[src/rtl/exu_pkg.sv]
// ============================================================================
// Module : exu_pkg
// Brief  : Shared encodings for the multicycle execution-unit sequencer.
// Rev    : 1.0  initial release
// ============================================================================
`default_nettype none

package exu_pkg;

  localparam logic [2:0] OP_MUL   = 3'b000;
  localparam logic [2:0] OP_MLA   = 3'b001;
  localparam logic [2:0] OP_UMULL = 3'b010;
  localparam logic [2:0] OP_SMULL = 3'b011;
  localparam logic [2:0] OP_FADD  = 3'b100;
  localparam logic [2:0] OP_FMUL  = 3'b101;

  localparam logic [1:0] WBSEL_NONE = 2'b00;
  localparam logic [1:0] WBSEL_LO   = 2'b01;
  localparam logic [1:0] WBSEL_HI   = 2'b10;
  localparam logic [1:0] WBSEL_FP   = 2'b11;

  typedef enum logic [2:0] {
    S_IDLE  = 3'd0,
    S_ISSUE = 3'd1,
    S_WAIT  = 3'd2,
    S_WB_LO = 3'd3,
    S_WB_HI = 3'd4,
    S_WB_FP = 3'd5,
    S_SKIP  = 3'd6
  } state_t;

  function automatic logic is_reserved(input logic [2:0] op);
    return op[2:1] == 2'b11;
  endfunction

  function automatic logic is_fp(input logic [2:0] op);
    return op[2];
  endfunction

  // UMULL/SMULL produce a 64-bit result written over two cycles
  function automatic logic is_long(input logic [2:0] op);
    return (op[2] == 1'b0) && op[1];
  endfunction

endpackage

`default_nettype wire

[src/rtl/exu_sequencer_if.sv]
// ============================================================================
// Module : exu_sequencer_if
// Brief  : Handshake between the controller main FSM and the EXU sequencer.
// Rev    : 1.0  initial release
// ============================================================================
`default_nettype none

interface exu_sequencer_if;
  logic       Start;
  logic [2:0] Op;
  logic       CondEx;
  logic       UnitStart;
  logic [2:0] UnitOp;
  logic       Stall;
  logic [1:0] WbSel;
  logic       RegWriteX;
  logic       FPUWriteX;
  logic       Done;
  logic       Err;

  modport master (
    output Start, Op, CondEx,
    input  UnitStart, UnitOp, Stall, WbSel, RegWriteX, FPUWriteX, Done, Err
  );

  modport slave (
    input  Start, Op, CondEx,
    output UnitStart, UnitOp, Stall, WbSel, RegWriteX, FPUWriteX, Done, Err
  );
endinterface

`default_nettype wire

[src/rtl/exu_sequencer.sv]
// ============================================================================
// Module : exu_sequencer
// Brief  : Issues an op to the shared multicycle EXU, times its latency and
//          drives writeback enables, stalling the main FSM while busy.
// Rev    : 1.0  initial release
// ============================================================================
`default_nettype none

module exu_sequencer
  import exu_pkg::*;
#(
  parameter int MUL_LAT = 4,
  parameter int FPU_LAT = 6,
  parameter int CNTW    = 4
) (
  input  wire logic    clk,
  input  wire logic    reset,
  exu_sequencer_if.slave bus
);

  if (MUL_LAT < 1 || FPU_LAT < 1) begin : g_lat_illegal
    $error("exu_sequencer: MUL_LAT and FPU_LAT must be >= 1");
  end

  if ((MUL_LAT >= (1 << CNTW)) || (FPU_LAT >= (1 << CNTW))) begin : g_cntw_small
    $error("exu_sequencer: CNTW too narrow for configured latency");
  end

  state_t            r_state;
  logic [CNTW-1:0]   r_cnt;
  logic [2:0]        r_unit_op;

  state_t            w_nxt;
  logic [2:0]        w_uop_nxt;
  logic              w_done_nxt;
  logic              w_err_nxt;

  always_comb begin
    w_nxt     = r_state;
    w_uop_nxt = r_unit_op;
    w_err_nxt = 1'b0;
    case (r_state)
      S_IDLE: begin
        if (bus.Start) begin
          if (!bus.CondEx || is_reserved(bus.Op)) begin
            w_nxt     = S_SKIP;
            w_err_nxt = bus.CondEx && is_reserved(bus.Op);
          end else begin
            w_nxt     = S_ISSUE;
            w_uop_nxt = bus.Op;
          end
        end
      end
      S_ISSUE: w_nxt = S_WAIT;
      S_WAIT:  if (r_cnt == CNTW'(1)) w_nxt = is_fp(r_unit_op) ? S_WB_FP : S_WB_LO;
      S_WB_LO: w_nxt = is_long(r_unit_op) ? S_WB_HI : S_IDLE;
      default: w_nxt = S_IDLE;
    endcase
    w_done_nxt = (w_nxt == S_WB_HI) || (w_nxt == S_WB_FP) || (w_nxt == S_SKIP) ||
                 ((w_nxt == S_WB_LO) && !is_long(w_uop_nxt));
  end

  // Outputs are computed from the next state so they are registered yet Moore
  always_ff @(posedge clk or posedge reset) begin
    if (reset) begin
      r_state       <= S_IDLE;
      r_cnt         <= '0;
      r_unit_op     <= OP_MUL;
      bus.UnitStart <= 1'b0;
      bus.Stall     <= 1'b0;
      bus.WbSel     <= WBSEL_NONE;
      bus.RegWriteX <= 1'b0;
      bus.FPUWriteX <= 1'b0;
      bus.Done      <= 1'b0;
      bus.Err       <= 1'b0;
    end else begin
      r_state   <= w_nxt;
      r_unit_op <= w_uop_nxt;
      if (r_state == S_ISSUE) begin
        r_cnt <= is_fp(r_unit_op) ? CNTW'(FPU_LAT) : CNTW'(MUL_LAT);
      end else if (r_state == S_WAIT && r_cnt > CNTW'(1)) begin
        r_cnt <= r_cnt - CNTW'(1);
      end
      bus.UnitStart <= (w_nxt == S_ISSUE);
      bus.Stall     <= (w_nxt != S_IDLE) && !w_done_nxt;
      case (w_nxt)
        S_WB_LO: bus.WbSel <= WBSEL_LO;
        S_WB_HI: bus.WbSel <= WBSEL_HI;
        S_WB_FP: bus.WbSel <= WBSEL_FP;
        default: bus.WbSel <= WBSEL_NONE;
      endcase
      bus.RegWriteX <= (w_nxt == S_WB_LO) || (w_nxt == S_WB_HI);
      bus.FPUWriteX <= (w_nxt == S_WB_FP);
      bus.Done      <= w_done_nxt;
      bus.Err       <= w_err_nxt;
    end
  end

  assign bus.UnitOp = r_unit_op;

endmodule

`default_nettype wire

[src/flat_wrapper.sv]
// flat-port wrapper written by rule: the top's interface ports become plain ports
module exu_sequencer_flat import exu_pkg::*;
#(
  parameter int MUL_LAT = 4,
  parameter int FPU_LAT = 6,
  parameter int CNTW    = 4
)
  (clk, reset, bus_Start, bus_Op, bus_CondEx, bus_UnitStart, bus_UnitOp, bus_Stall, bus_WbSel, bus_RegWriteX, bus_FPUWriteX, bus_Done, bus_Err);
  exu_sequencer_if bus_i ();
  input  wire logic clk;
  input  wire logic reset;
  input wire logic [$bits(bus_i.Start)-1:0] bus_Start;
  input wire logic [$bits(bus_i.Op)-1:0] bus_Op;
  input wire logic [$bits(bus_i.CondEx)-1:0] bus_CondEx;
  output wire logic [$bits(bus_i.UnitStart)-1:0] bus_UnitStart;
  output wire logic [$bits(bus_i.UnitOp)-1:0] bus_UnitOp;
  output wire logic [$bits(bus_i.Stall)-1:0] bus_Stall;
  output wire logic [$bits(bus_i.WbSel)-1:0] bus_WbSel;
  output wire logic [$bits(bus_i.RegWriteX)-1:0] bus_RegWriteX;
  output wire logic [$bits(bus_i.FPUWriteX)-1:0] bus_FPUWriteX;
  output wire logic [$bits(bus_i.Done)-1:0] bus_Done;
  output wire logic [$bits(bus_i.Err)-1:0] bus_Err;
  assign bus_i.Start = bus_Start;
  assign bus_i.Op = bus_Op;
  assign bus_i.CondEx = bus_CondEx;
  assign bus_UnitStart = bus_i.UnitStart;
  assign bus_UnitOp = bus_i.UnitOp;
  assign bus_Stall = bus_i.Stall;
  assign bus_WbSel = bus_i.WbSel;
  assign bus_RegWriteX = bus_i.RegWriteX;
  assign bus_FPUWriteX = bus_i.FPUWriteX;
  assign bus_Done = bus_i.Done;
  assign bus_Err = bus_i.Err;
  exu_sequencer #(.MUL_LAT(MUL_LAT), .FPU_LAT(FPU_LAT), .CNTW(CNTW)) u_core (.clk(clk), .reset(reset), .bus(bus_i));
endmodule
[config.mk]
export PLATFORM = sky130hd
export DESIGN_NAME = exu_sequencer_flat
export DESIGN_NICKNAME = d
export VERILOG_FILES = /design/src/rtl/exu_pkg.sv /design/src/rtl/exu_sequencer_if.sv /design/src/rtl/exu_sequencer.sv /design/src/flat_wrapper.sv
export SDC_FILE = /design/constraint.sdc
export NUM_CORES = 1
export LEC_CHECK = 0
export ABC_AREA = 1
export BUFFER_PORTS_ARGS = -buffer_cell sky130_fd_sc_hd__buf_2
export CORE_MARGIN = 2
export CORE_UTILIZATION = 50
export DETAILED_ROUTE_END_ITERATION = 8
export PLACE_DENSITY = 0.8
export SLEW_MARGIN = 0
export SYNTH_ARGS = -nofsm -noshare
export SYNTH_HDL_FRONTEND = slang
export SYNTH_SLANG_ARGS = --single-unit
[constraint.sdc]
create_clock -name clk -period 1.5 [get_ports clk]
set_input_delay 0.15 -clock clk [delete_from_list [all_inputs] [get_ports clk]]
set_output_delay 0.15 -clock clk [all_outputs]
set_load 0.05 [all_outputs]
# After elaboration in Yosys (flattened, before gate mapping)
# Cells that the tools add are included.
[op_classes]
add_sub_neg = 1
order_cmp = 1
n_eq_ne = 10
mux = 16
bitwise_logic = 3
reduce_logical = 18
[ops]
columns = ["op", "count"]
rows = [
  ["$mux 3", 8],
  ["$pmux 3 s4", 1],
  ["$eq 3x2->1 const B", 3],
  ["$eq 3x3->1 const B", 3],
  ["$mux 4", 2],
  ["$eq 3x1->1 const B", 2],
  ["$logic_and 1x1->1", 6],
  ["$pmux 2 s3", 1],
  ["$logic_or 1x1->1", 5],
  ["$eq 4x1->1 const B", 1],
  ["$gt 4x1->1 const B", 1],
  ["$sub 4x1->4 const B", 1],
  ["$logic_not 1->1", 3],
  ["$logic_not 3->1", 1],
  ["$mux 1", 3],
  ["$not 1->1", 3],
  ["$reduce_and 3->1", 1],
  ["$reduce_bool 3->1", 1],
  ["$eq 2x2->1 const B", 1],
  ["$mux 2", 1],
  ["$reduce_bool 2->1", 1],
]
[word_totals]
ff_bits = 18
in_bits = 7
out_inout_bits = 11
elab_cells = 60

# Logic depth before layout (Yosys ltp)
[depth]
ltp_word = 12
mapped_depth = 10
ltp_nobuf = 10

# Least setup slack after synthesis
# OpenSTA, ideal clock, no wires.
[synth_timing]
path_kind = "flip-flop to flip-flop"
start = "register u_core.r_unit_op[2] (netlist: u_core.bus.UnitOp[2])"
end = "register u_core.bus.Stall"
setup_ps = 123
arrival_ps = 1207
required_time_ps = 1377
path_slack_ps = 170
path_stages_with_launch = 6
n_path_buf = 0
period_less_slack_ps = 1330
path_cell_list = "dfrtp_1 > nand3_1 > nand2_1 > nand3_2 > nor3_1 > nor2_2"
[synth_between]
word_cells_on_any_way = 23
cone_classes = "4 x eq/ne; 7 x mux; 2 x bitwise; 10 x reduce/logical"
[synth_lines]
columns = ["item", "line_no", "source"]
rows = [
  ["start, declared", "exu_sequencer.sv:31", "logic [2:0] r_unit_op;"],
  ["start signal, assigned", "exu_sequencer.sv:78", "r_unit_op <= w_uop_nxt;"],
  ["$mux 3 * (2 in a row)", "exu_sequencer.sv:55", "S_WAIT: if (r_cnt == CNTW'(1)) w_nxt = is_fp(r_unit_op) ? S_WB_FP : S_WB_LO;"],
  ["$pmux 3 s4 *", "exu_sequencer.sv:42", "case (r_state)"],
  ["net u_core.w_nxt[1]", "exu_sequencer.sv:33", "state_t w_nxt;"],
  ["$eq 3x3->1", "exu_sequencer.sv:59", "w_done_nxt = (w_nxt == S_WB_HI) || (w_nxt == S_WB_FP) || (w_nxt == S_SKIP) ||"],
  ["$logic_or 1x1->1 (3 in a row)", "exu_sequencer.sv:59", ""],
  ["$logic_not 1->1", "exu_sequencer.sv:85", "bus.Stall <= (w_nxt != S_IDLE) && !w_done_nxt;"],
  ["$logic_and 1x1->1 *", "exu_sequencer.sv:85", ""],
  ["end signal, assigned", "exu_sequencer.sv:85", ""],
  ["end, declared", "exu_sequencer_if.sv:28", "output UnitStart, UnitOp, Stall, WbSel, RegWriteX, FPUWriteX, Done, Err"],
]
# The timed path passes the listed nets; every way through them passes the cells marked *.
# A chain may end at the register's enable or synchronous reset.

# Worst setup path after layout
[layout_timing]
start = "register u_core.r_cnt[1]"
end = "register u_core.bus.Stall"
[layout_between]
elab_chain_len = 9
word_cells_on_any_way = 14
cone_classes = "5 x eq/ne; 2 x mux; 7 x reduce/logical"
[layout_rtl]
columns = ["item", "line_no", "source"]
rows = [
  ["start, declared", "exu_sequencer.sv:30", "logic [CNTW-1:0] r_cnt;"],
  ["start signal, assigned", "exu_sequencer.sv:80", "r_cnt <= is_fp(r_unit_op) ? CNTW'(FPU_LAT) : CNTW'(MUL_LAT);"],
  ["start signal, assigned", "exu_sequencer.sv:82", "r_cnt <= r_cnt - CNTW'(1);"],
  ["$eq 4x1->1 *", "exu_sequencer.sv:55", ""],
  ["$mux 3 *", "exu_sequencer.sv:55", ""],
  ["$pmux 3 s4 *", "exu_sequencer.sv:42", ""],
  ["net u_core.w_nxt[1]", "exu_sequencer.sv:33", ""],
  ["$eq 3x3->1", "exu_sequencer.sv:59", ""],
  ["$logic_or 1x1->1 (2 in a row)", "exu_sequencer.sv:59", ""],
  ["$logic_or 1x1->1 *", "exu_sequencer.sv:59", ""],
  ["net u_core.w_done_nxt", "exu_sequencer.sv:35", "logic w_done_nxt;"],
  ["$logic_not 1->1 *", "exu_sequencer.sv:85", ""],
  ["$logic_and 1x1->1 *", "exu_sequencer.sv:85", ""],
]
# Marks and branches as above.

==> flow_summary.yaml <==
global_route:
  antenna_found_initial: 0
  grt_max_degree: 19
  grt_pass1_wl_um: 2390
  grt_pass1_vias: 588
  overflow: 0
  grtUsageTotal_pct: 16.6
pwr:
  p_per_area_nw_per_um2: 2190
  pwr-share-clk_pct: 13.0
  sw_frac_of_total_pct: 48.1
  power.leakage_nw: 0.591
  power_frac_seq_pct: 36.1
  pwr-share-comb_pct: 50.9
  ir_drop_mv: 1.25
  power.internal_mw: 1.14
  switchingPower_mw: 1.06
placed_design:
  dp_hpwl_um: 1110
  dp_slack_ps: 65.3
  io_buffers: 17
  placed_cell_area_sq_um: 940
  gp_congestion: 0.772
  dp.cells: 126
synthesis:
  yosysTopAreaCellShare_pct: 54.0
  synth_seq_cells: 18
  netlist_instances: 93
  yosysTopAreaCell: "dfrtp_1"
  synth.area.top_cells: "dfrtp_1 (54%), nand2_1 (8.5%), inv_1 (6.7%), nand2_2 (6.0%), nand3_1 (4.8%)"
  syn_area_sq_um: 835
  syn_nets: 102
  seq_area_frac_synth_pct: 54.0
  synth_warnings: 0
  synth.avg_cell_area_sq_um: 8.97
  yosysUniqueCellTypes: 17
sta:
  drv_slew: 0
  worstMarginPinSlew_ps: 646
  skew_ps: 1.98
  post-route-min-period_ps: 1400
  relSlewSlack_pct: 56.9
  rsz0062_at_grt: "true"
  finalWorstSetupSlack_ps: 103
  max_freq_mhz: 716
  hold_violations: 0
  fin_crit_sh_pct: 93.1
  setup_violations: 0
die:
  core_sq_um: 1540
  io_pins: 18
  start_util_pct: 54.1
  die_y_um: 44.9
  fp.dieW_um: 44.9
  placementRows: 14
  die_area_sq_um: 2010
clock_tree:
  insertion_delay_ps: 290
  path_clk_slew_ps: 90
  clkSinkCount: 18
  cts_buffers: 3
  h-tree-depth: 1
  cts_root_buf: "clkbuf_4"
  max-clock-path-buffers: 2
  cts_tree: "built"
route:
  drcViolationCount: 0
  ant_nets: 0
  dr.first_iter.drc_count: 24
  routed_via_density: 4.96
  avgRoutedWirePerCell_um: 10.7
  drt_wl_total_um: 1410
  vias: 655
  first_pass_iters: 4
layout:
  area_growth_pct: 20.2
  layout.cells.non_filler: 132
  drive_gt1_share_pct: 34.5
  nets: 126
  diodes: 0
  design_area_sq_um: 1000
worst_hold_path:
  whs_endpoint: "u_core.bus.UnitOp[0]"
  min-delay-start: "bus_Op[0]"
  hold_path_class: "input pin to flip-flop"
  whs_path_depth: 3
critical_path:
  crit_family: "simple AND/OR/NAND/NOR gates"
  worstSetupPathType: "flip-flop to flip-flop"
  r2r_slack_ps: 100
  endpoint_kind: "flip-flop"
  worstSetupStartpointType: "flip-flop"
  cp_num_buf_inv: 2
  worstRegToRegCells: 10
  reg2reg_from: "u_core.r_cnt[1]"
  slowest_stage: "dfrtp_1"
  max_stage_delay_ps: 410
  cp.required_ps: 1730
  cp-startpoint: "u_core.r_cnt[1]"
  crit_chain: "inv_1 > ha_2 > nand3_1 > nand2_1 > nand3_2 > nand2_2 > clkinv_2 > nand2_2 > nand2_2 > nor2_2"
  crit_top_cell: "nand2_2"
  worst-path-max-fanout: 3
  r2r_end: "u_core.bus.Stall"
  arrival_ps: 1630
status:
  status: "finished clean"
flow_run:
  maxCapViolCount: 0
==> cell families (layout without fill, tap and decap cells) <==
family | Yosys count | in the layout | share of synthesized area (%)
simple gates | 49 | 49 | 30.9
flops | 18 | 18 | 54.0
buf+inv | 16 | 39 | 7.35
compound gates | 8 | 8 | 4.80
fa+ha+maj | 2 | 2 | 3.00
==> what timing repair did <==
item,in CTS,in global routing
setup endpoints to repair,0,3
setup buffers,0,1
endpoints found under the hold margin,18,0
resized for setup,0,4
hold buffers,1,0
==> worst max path at each step <==
stage | end | slack (ps) | cells past startpoint
finish | u_core.bus.Stall | 100 | 10
floorplan | u_core.bus.Stall | 170 | 5
global route | u_core.r_cnt[1] | -20 | 7
global placement | u_core.bus.Stall | 120 | 8
CTS | u_core.r_cnt[3] | 40 | 7
detailed placement | u_core.r_cnt[3] | 70 | 7
==> cells in the final DEF (no fill, tap or decap) <==
master | Yosys | layout
nand3_1 | 8 | 8
o21ai_1 | 1 | 2
nand2_1 | 19 | 18
o21ai_0 | 4 | 3
nor3_1 | 2 | 1
dlygate4sd3_1 | 0 | 1
nor2_2 | 2 | 2
a21oi_1 | 3 | 3
nor3_4 | 1 | 1
clkbuf_4 | 0 | 3
buf_4 | 0 | 1
nor3b_1 | 1 | 1
nand2_2 | 8 | 9
nor3_2 | 0 | 1
nor2_1 | 5 | 5
dfrtp_1 | 18 | 18
clkbuf_8 | 0 | 1
inv_1 | 15 | 15
ha_2 | 0 | 1
buf_2 | 0 | 17
ha_1 | 2 | 1
nand3_2 | 2 | 2
clkinv_2 | 1 | 1
nor2_4 | 1 | 1
==> state kept, by name, summed over array words and instances, names as in the netlist <==
name	count
u_core.bus.Stall	1
u_core.r_state	3
u_core.bus.RegWriteX	1
u_core.bus.WbSel	2
u_core.r_cnt	4
u_core.bus.UnitStart	1
u_core.bus.Err	1
u_core.bus.Done	1
u_core.bus.UnitOp	3
u_core.bus.FPUWriteX	1
==> cell type report <==
cell class	instances	area, sq um
fillers	135	538
flip-flops and latches	18	450
multi-input cells	59	333
repair buffers	19	103
inverters	16	61.3
clock buffers	4	36.3
well taps	16	20.0
==> worst register-to-register path, delay by kind of cell (launching register included) <==
| kind | cells | cell delay (ps) |
|---|---|---|
| buf+inv | 2 | 140 |
| flops | 1 | 410 |
| simple gates | 7 | 580 |
| fa+ha+maj | 1 | 200 |
==> synthesized netlist by cell type <==
library cell / n
clkinv_2: 1
nor2_2: 2
nand3_2: 2
a21oi_1: 3
nand2_2: 8
nor3_4: 1
nor3b_1: 1
o21ai_0: 4
nor3_1: 2
nand2_1: 19
o21ai_1: 1
nor2_4: 1
inv_1: 15
nor2_1: 5
dfrtp_1: 18
ha_1: 2
nand3_1: 8
==> per-layer routing <==
metal / GRT usage [%] / share of wire [%]
met3: 3.60 / 6.2
met4: 5.29 / 0.71
met5: 0 / 0
met1: 21.1 / 47
met2: 28.4 / 46
==> through the flow <==
step	hold slack (ps)	utilization [%]	total power, mW	TNS [ps]
floorplan	88.6	-	1.65	0
global placement	271	61.0	1.83	0
detailed placement	270	61.0	1.87	0
CTS	44.3	64.0	2.17	0
global route	54.4	65.1	2.36	-27.6
finish	47.8	65.1	2.20	0
==> power by group through the flow <==
stage	Clock (mW)	Combinational, mW	Sequential (mW)
final	0.286	1.12	0.793
after CTS	0.296	1.08	0.791
after global routing	0.319	1.22	0.818
after global placement	0	1.04	0.791
after detailed placement	0	1.07	0.800
after floorplan	0	0.573	1.07
Power figures use the tool's default switching activity.
